==> src/rtl/fir_mac_scheduler.sv <==
// Time-multiplexed FIR sequencer: one shared multiplier, sample delay line,
// synchronous coefficient ROM addressing, accumulate, saturate, emit.
module fir_mac_scheduler #(
    parameter int TAPS = 16,
    parameter int AW   = 4,
    parameter int ACCW = 20
) (
    input  logic          clk,
    input  logic          rst_n,
    input  logic          sample_valid,
    input  logic [15:0]   sample_in,
    output logic          busy,
    output logic [AW-1:0] coef_addr,
    input  logic [15:0]   coef_data,
    output logic [15:0]   mult_a,
    output logic [15:0]   mult_b,
    input  logic [15:0]   mult_p,
    output logic [15:0]   y_out,
    output logic          y_valid,
    output logic          overrun
);

    typedef enum logic [1:0] {
        IDLE,
        PRIME,
        MAC,
        DONE
    } state_t;

    state_t            state_q;
    logic [15:0]       dline_q [TAPS];
    logic [AW-1:0]     wptr_q;
    logic [AW-1:0]     k_q;
    logic [ACCW-1:0]   acc_q;
    logic [15:0]       sreg_q;
    logic [AW-1:0]     coef_addr_q;
    logic [15:0]       y_out_q;
    logic              y_valid_q;
    logic              overrun_q;

    logic [ACCW-1:0]   acc_d;
    logic [ACCW-16:0]  acc_hi;
    logic [15:0]       sat_d;
    logic [AW-1:0]     wr_idx;
    logic [AW-1:0]     rd_idx;

    // Final tap sum is saturated in the same cycle so y_valid lands on DONE.
    always_comb begin
        acc_d  = acc_q + {{(ACCW-16){mult_p[15]}}, mult_p};
        acc_hi = acc_d[ACCW-1:15];
        if ((&acc_hi) || !(|acc_hi)) begin
            sat_d = acc_d[15:0];
        end else if (acc_d[ACCW-1]) begin
            sat_d = 16'h8000;
        end else begin
            sat_d = 16'h7FFF;
        end
        wr_idx = wptr_q + AW'(1);
        rd_idx = wptr_q - k_q - AW'(1);
    end

    always_ff @(posedge clk or negedge rst_n) begin
        if (!rst_n) begin
            state_q     <= IDLE;
            for (int i = 0; i < TAPS; i++) dline_q[i] <= '0;
            wptr_q      <= '0;
            k_q         <= '0;
            acc_q       <= '0;
            sreg_q      <= '0;
            coef_addr_q <= '0;
            y_out_q     <= '0;
            y_valid_q   <= 1'b0;
            overrun_q   <= 1'b0;
        end else begin
            y_valid_q <= 1'b0;
            overrun_q <= sample_valid && (state_q != IDLE);
            unique case (state_q)
                IDLE: begin
                    if (sample_valid) begin
                        dline_q[wr_idx] <= sample_in;
                        wptr_q          <= wr_idx;
                        acc_q           <= '0;
                        k_q             <= '0;
                        coef_addr_q     <= '0;
                        state_q         <= PRIME;
                    end
                end
                PRIME: begin
                    sreg_q      <= dline_q[wptr_q];
                    coef_addr_q <= AW'(1);
                    state_q     <= MAC;
                end
                MAC: begin
                    acc_q       <= acc_d;
                    sreg_q      <= dline_q[rd_idx];
                    coef_addr_q <= k_q + AW'(2);
                    k_q         <= k_q + AW'(1);
                    if (k_q == AW'(TAPS - 1)) begin
                        y_out_q   <= sat_d;
                        y_valid_q <= 1'b1;
                        state_q   <= DONE;
                    end
                end
                DONE: begin
                    state_q <= IDLE;
                end
                default: begin
                    state_q <= IDLE;
                end
            endcase
        end
    end

    assign busy      = (state_q != IDLE);
    assign coef_addr = coef_addr_q;
    assign mult_a    = (state_q == MAC) ? sreg_q : 16'h0000;
    assign mult_b    = (state_q == MAC) ? coef_data : 16'h0000;
    assign y_out     = y_out_q;
    assign y_valid   = y_valid_q;
    assign overrun   = overrun_q;

endmodule
==> config.mk <==
export PLATFORM = sky130hd
export DESIGN_NAME = fir_mac_scheduler
export DESIGN_NICKNAME = d
export VERILOG_FILES = /design/src/rtl/fir_mac_scheduler.sv
export SDC_FILE = /design/constraint.sdc
export NUM_CORES = 1
export LEC_CHECK = 0
export BUFFER_PORTS_ARGS = -buffer_cell sky130_fd_sc_hd__buf_4
export CELL_PAD_IN_SITES_DETAIL_PLACEMENT = 1
export CELL_PAD_IN_SITES_GLOBAL_PLACEMENT = 1
export CORE_MARGIN = 2
export CORE_UTILIZATION = 55
export DETAILED_ROUTE_END_ITERATION = 10
export PLACE_DENSITY_LB_ADDON = 0.1
export SYNTH_ARGS = -nofsm -noshare
export SYNTH_HDL_FRONTEND = slang
export SYNTH_SLANG_ARGS = --single-unit
==> constraint.sdc <==
create_clock -name clk -period 5.4 [get_ports clk]
set_clock_uncertainty 0.2 [all_clocks]
set_input_delay 0.81 -clock clk [delete_from_list [all_inputs] [get_ports clk]]
set_output_delay 0.81 -clock clk [all_outputs]
set_load 0.02 [all_outputs]
==> results of run 1 <==
worst max-delay path by stage:
| stage | startpoint | depth (start not counted) | slack [ns] | end |
|---|---|---|---|---|
| floorplan | mult_p[0] | 12 | 1.77 | y_out[11] |
| global placement | mult_p[0] | 11 | 1.16 | y_out[12] |
| detailed placement | mult_p[0] | 11 | 1.07 | y_out[12] |
| CTS | wptr_q[1] | 8 | 1.49 | sreg_q[0] |
| global route | wptr_q[1] | 8 | 1.30 | sreg_q[0] |
| finish | wptr_q[1] | 8 | 1.47 | sreg_q[15] |
flip-flops by register name, indices dropped and copies added (netlist names):
signal     flops
sreg_q        16
dline_q      256
acc_q         20
y_valid        1
state_q        2
overrun        1
wptr_q         4
k_q            4
coef_addr      4
y_out         16
metal layers:
layer	wire length, µm	up-vias	global-route usage [%]
met5	0	-	0
met4	1790	0	11.2
met3	3020	125	6.11
met2	25800	384	53.3
met1	20700	6472	39.6
li1	-	5167	-
synthesized netlist by cell type (all sizes together), types with 3 or more instances:
cell type | count | area (µm²)
xnor2 | 17 | 149
nor3 | 5 | 25.0
a21o | 6 | 45.0
ha | 32 | 400
a31oi | 19 | 119
dfrtp | 324 | 8110
o211ai | 22 | 170
mux2i | 18 | 180
clkbuf | 62 | 233
mux2 | 256 | 2880
xor2 | 9 | 78.8
inv | 18 | 67.6
a21oi | 44 | 224
and2 | 49 | 307
o21ai | 26 | 134
nand3 | 13 | 65.1
a211oi | 19 | 148
o31ai | 18 | 135
nand4 | 5 | 31.3
nand2 | 86 | 323
o311ai | 3 | 26.3
buf | 42 | 215
a22o | 14 | 123
mux4 | 144 | 3240
nor2 | 42 | 158
critical path, stage by stage (launching register included):
cell and delay, ns:
dfrtp_4 0.74, fa_4 1.28, buf_12 0.34, mux4_2 0.34, and2_1 0.18, a211oi_1 0.22, a31oi_1 0.10, mux2i_1 0.25
a21oi_1 0.11
cell families (layout without fill, tap and decap cells):
family          Yosys count  after routing  share of synthesized area (%)
compound gates          185            185                           7.02
xor+xnor                 26             26                           1.27
fa+ha+maj                34             34                           2.47
buf+inv                 122            220                           2.89
flops                   324            324                           45.4
mux                     418            418                           35.3
simple gates            214            214                           5.65
power breakdown:
| group | internal [mW] | switching, mW | total [mW] |
|---|---|---|---|
| Sequential | 3.46 | 0.894 | 4.35 |
| Combinational | 3.87 | 4.06 | 7.93 |
| Clock | 1.44 | 1.00 | 2.44 |
layout make-up:
| type | instances | share of cell area [%] |
|---|---|---|
| Clock inverter | 8 | 0.400 |
| Inverter | 18 | 0.333 |
| Timing Repair Buffer | 139 | 5.42 |
| Clock buffer | 55 | 5.34 |
| Sequential cell | 324 | 39.9 |
| Multi-Input combinational cell | 877 | 45.9 |
| Tap cell | 435 | 2.68 |
==> run summary, run 1 <==
Main synth FF type -> dfrtp_1
HPWL after DPL -> 30700 µm
Rel. slew slack -> 9.90%
RR Startpoint -> wptr_q[1]
Max-slew violations -> 0
RD Place Congestion -> 0.814
Pre-CTS setup slack -> 1.07 ns
Fin nets -> 1482
Placed cells -> 1793
Actual slew at the worst max-slew pin -> 1.34 ns
Setup TNS -> 0 ns
Setup crit start kind -> flip-flop
Fin cells -> 1856
Core area -> 31800 µm²
Initial antenna violation count -> 0
Syn Nets -> 1408
Cells after synthesis -> 1323
Total power -> 14.7 mW
Crit Path Category -> flip-flop to flip-flop
Antenna viol nets, final -> 0
CTS sink count -> 324
#FFs+latches synth -> 324
Post-CTS Repair Setup Buffers -> 0
Min Tclk post-route -> 3.93 ns
Worst reg2reg endpoint -> sreg_q[15]
Die Footprint -> 33900 µm²
Setup violators final -> 0
Filler Cell Count -> 3057
Fin crit share -> 72.7%
Hold Fails Final Rpt -> 0
Drt wl/cell -> 27.6 µm
TritonCTS clock tree -> yes
H-tree depth -> 2
Worst reg-to-reg setup slack -> 1.47 ns
FFs w/ async S/R, synth -> 100%
FF/Latch Area -> 8120 µm²
Commonest cells after routing, fill and taps aside -> dfrtp_1 (322), mux2_2 (256), mux4_2 (144)
Total number of vias -> 12.1k
CTS Root Cell -> clkbuf_16
Lkg Pwr -> 8.97 nW
Detailed Route Iter0 Violations -> 678
Clock Tree Buf Depth -> 3
IO Port Bufs -> 105
Clk Latency, worst-skew pair -> 0.53 ns
DIE HEIGHT -> 184 µm
Area Growth Syn to Fin -> 13.7%
Peak VDD IR -> 0.000600 V
Post-route cell area -> 20300 µm²
Status -> finished, final reports clean
Layout cells sized above 1 -> 43.8%
Cell variety after synth -> 59
Post-synth EDFFs -> 0
Post-synthesis sequential area ratio -> 45.4%
Num CTS Buffers -> 37
Max Fclk -> 255 MHz
Post_cts resized -> 0
ANT cells -> 0
Hold-fix buffers at CTS -> 0
GRT Overall Usage -> 31.1%
Hold slack -> 0.137 ns
Yosys Warn Count -> 0
Post-route worst setup slack -> 1.47 ns
FP Rows -> 65
Post-Syn Area per Cell -> 13.5 µm²
Final WL -> 51200 µm
Max-cap viol count -> 0
Number of global-route vias before repair -> 13.0k
Fin util -> 63.9%
Via/cell ratio -> 6.55
HP Class -> input pin to asynchronous set/reset pin
Instance area after placement -> 19100 µm²
R2R depth -> 8
Clock Pin Slew Worst Setup and Hold Paths -> 0.06 ns
Multi-input logic area -> 9320 µm²
Crit path capture type -> flip-flop
RSZ-0062 raised after global routing -> no
Num ports -> 106
Pwr dens -> 725 nW/µm²
Largest net degree at the start of global routing -> 117
Starting Density -> 56.2%
DRC -> 0
GR Overflow Total -> 0
Worst EP required -> 5.58 ns
Die width -> 184 µm
WP data arrival -> 4.11 ns
Cell Area, Synth -> 17900 µm²
First-pass GRT wire length -> 78600 µm
Commonest non-fill, non-tap cell in the layout -> dfrtp_1
Drt pass-1 iters -> 7
CP max FO -> 41
Note: power is estimated with default switching activity, not from simulation.
==> run 2, diff against run 1 <==
--- a/config.mk
+++ b/config.mk
@@ -9,7 +9,7 @@
 export CELL_PAD_IN_SITES_DETAIL_PLACEMENT = 1
 export CELL_PAD_IN_SITES_GLOBAL_PLACEMENT = 1
 export CORE_MARGIN = 2
-export CORE_UTILIZATION = 55
+export CORE_UTILIZATION = 51
 export DETAILED_ROUTE_END_ITERATION = 10
 export PLACE_DENSITY_LB_ADDON = 0.1
 export SYNTH_ARGS = -nofsm -noshare
==> constraint.sdc (replaced) <==
create_clock -name clk -period 4 [get_ports clk]
set_clock_uncertainty 0.2 [all_clocks]
set_input_delay 0.6 -clock clk [delete_from_list [all_inputs] [get_ports clk]]
set_output_delay 0.6 -clock clk [all_outputs]
set_load 0.02 [all_outputs]
==> run summary, run 2 (synthesis results as in run 1) <==
Hold path cells -> 3
Worst reg-to-reg setup slack -> 0.31 ns (was 1.47 ns)
Drt pass-1 iters -> 4 (was 7)
Detailed Route Iter0 Violations -> 645 (was 678)
Top Family by Delay on Critical Path -> simple AND/OR/NAND/NOR gates (was adder cells)
Number of global-route vias before repair -> 13.6k (was 13.0k)
Actual slew at the worst max-slew pin -> 1.40 ns (was 1.34 ns)
Clk Latency, worst-skew pair -> 0.52 ns (was 0.53 ns)
Core area -> 34500 µm² (was 31800 µm²)
Status -> finished, final reports clean (unchanged)
Antenna viol nets, final -> 0 (unchanged)
Fin cells -> 1908 (was 1856)
Setup violators final -> 0 (unchanged)
Largest net degree at the start of global routing -> 91 (was 117)
Die width -> 191 µm (was 184 µm)
Hold path start -> sample_valid
Peak VDD IR -> 0.000572 V (was 0.000600 V)
Cell Int Power -> 12.2 mW (was 8.76 mW)
WP data arrival -> 3.89 ns (was 4.11 ns)
FP Rows -> 68 (was 65)
Clock Tree Buf Depth -> 3 (unchanged)
Worst EP required -> 4.20 ns (was 5.58 ns)
Switching share of total power -> 40.3% (was 40.5%)
GRT Overall Usage -> 29.9% (was 31.1%)
Placed cells -> 1844 (was 1793)
Max Fclk -> 271 MHz (was 255 MHz)
P_sw -> 8.25 mW (was 5.96 mW)
R2R depth -> 8 (unchanged)
CTS sink count -> 324 (unchanged)
Comb pwr share -> 55.4% (was 53.9%)
Clock Pin Slew Worst Setup and Hold Paths -> 0.06 ns (about the same)
Fin nets -> 1515 (was 1482)
CP cell instances -> buf_4, nand2_1, nand3_1, o21ai_0, a21oi_1, nor2_2, buf_4, mux2_2 (was fa_4, buf_12, mux4_2, and2_1, a211oi_1, a31oi_1, mux2i_1, a21oi_1)
Fin crit share -> 92.3% (was 72.7%)
Num ports -> 106 (unchanged)
Crit path largest cell delay -> 1.12 ns (was 1.28 ns)
ANT cells -> 0 (unchanged)
Area Growth Syn to Fin -> 15.7% (was 13.7%)
HP Class -> input pin to flip-flop (was input pin to asynchronous set/reset pin)
Buf/Inv on CP -> 2 (was 1)
Max FFs per register -> 256 (unchanged)
Slowest CP cell -> nor2_2 (was fa_4)
Total number of vias -> 12.3k (was 12.1k)
DRC -> 0 (unchanged)
RD Place Congestion -> 0.899 (was 0.814)
Drt wl/cell -> 27.4 µm (was 27.6 µm)
Total power -> 20.5 mW (was 14.7 mW)
CTS Root Cell -> clkbuf_16 (unchanged)
Commonest cells after routing, fill and taps aside -> dfrtp_1 (322), mux2_2 (256), buf_4 (160) (was dfrtp_1 (322), mux2_2 (256), mux4_2 (144))
First-pass GRT wire length -> 82500 µm (was 78600 µm)
Max-slew violations -> 0 (unchanged)
Largest registers -> dline_q x256, acc_q x20 (unchanged)
Clk pwr share -> 16.5% (was 16.6%)
Crit Path Category -> flip-flop to flip-flop (unchanged)
Setup crit start kind -> flip-flop (unchanged)
Layout cells sized above 1 -> 44.7% (was 43.8%)
Worst path depth -> 8 (unchanged)
Post-CTS Repair Setup Buffers -> 0 (unchanged)
Instance area after placement -> 19500 µm² (was 19100 µm²)
HPWL after DPL -> 34700 µm (was 30700 µm)
Min Tclk post-route -> 3.69 ns (was 3.93 ns)
H-tree depth -> 2 (unchanged)
Hold slack -> 0.161 ns (was 0.137 ns)
Worst reg2reg endpoint -> dline_q[17] (was sreg_q[15])
CP max FO -> 32 (was 41)
Starting Density -> 51.7% (was 56.2%)
Initial antenna violation count -> 0 (unchanged)
CP startpoint -> wptr_q[1] (unchanged)
Most common cell type on the critical path -> buf_4
Rel. slew slack -> 6.63% (was 9.90%)
Max-cap viol count -> 0 (unchanged)
RSZ-0062 raised after global routing -> no (unchanged)
Post-route cell area -> 20700 µm² (was 20300 µm²)
Filler Cell Count -> 3375 (was 3057)
Sequential power share -> 28.1% (was 29.5%)
Worst hold path endpoint -> coef_addr[0]
Pwr dens -> 991 nW/µm² (was 725 nW/µm²)
Crit path capture type -> flip-flop (unchanged)
Top reg by flops -> dline_q (unchanged)
GR Overflow Total -> 0 (unchanged)
Num CTS Buffers -> 38 (was 37)
Setup TNS -> 0 ns (unchanged)
TritonCTS clock tree -> yes (unchanged)
Commonest non-fill, non-tap cell in the layout -> dfrtp_1 (unchanged)
DIE HEIGHT -> 191 µm (was 184 µm)
Die Footprint -> 36500 µm² (was 33900 µm²)
IO Port Bufs -> 105 (unchanged)
Hold Fails Final Rpt -> 0 (unchanged)
Via/cell ratio -> 6.44 (was 6.55)
RR Startpoint -> wptr_q[1] (unchanged)
Final WL -> 52300 µm (was 51200 µm)
Lkg Pwr -> 9.16 nW (was 8.97 nW)
==> run 2: changes by cell type in the layout (fill, tap and decap cells not counted), moves of 2 or more <==
cell / delta
clkbuf_1: +3
clkinvlp_4: -2
clkinv_2: -2
buf_12: +5
buf_4: +26
==> run 2: metal layers <==
metal	wire [µm]	global-route usage, %
met1	21500	40.0
met2	26300	50.8
met4	1480	9.11
met3	3000	4.37
met5	0	0
==> run 2: worst max path at each step <==
stage,to,slack [ns]
4_1_cts,dline_q[17],0.37
3_5_place_dp,y_out[11],0.24
5_1_grt,y_out[2],0.19
6_report,dline_q[17],0.31
3_3_place_gp,y_out[8],0.32
2_1_floorplan,y_out[11],0.58
==> run 2: final cells by class <==
type                       count  area (µm²)  share of cell area, %
clock buffer                  58        1110                   5.36
timing repair buffer         171        1410                   6.81
inverter                      18        67.6                  0.327
multi-input combinational    877        9320                   45.1
sequential                   324        8120                   39.3
tap                          455         569                   2.75
clock inverter                 5        78.8                  0.381
==> run 2: timing repair <==
action,in CTS,in global routing
hold endpoints to repair,84,0
resized for setup,0,0
hold buffers,1,0
==> run 2: power groups by stage <==
stage               combinational [mW]  clock [mW]  sequential, mW
finish                            11.3        3.38            5.76
global route                      12.1        3.58            5.95
CTS                               11.4        3.44            5.75
detailed placement                11.2           0            5.77
global placement                  11.0           0            5.62
floorplan                         7.94           0            5.34
==> run 2: worst reg2reg max path, cell delays in order, from the launching register on <==
cell     delay (ns)
dfrtp_4        0.52
buf_4          0.31
nand2_1        0.21
nand3_1        0.11
o21ai_0        0.17
a21oi_1        0.22
nor2_2         1.12
buf_4          0.35
mux2_2         0.36
==> run 2: stage by stage <==
stage                     util, %  setup WS, ns
after floorplan                 -         0.577
after global placement       56.4         0.318
after detailed placement     56.4         0.243
after CTS                    59.8         0.373
after global routing         59.8         0.186
final                        59.8         0.308
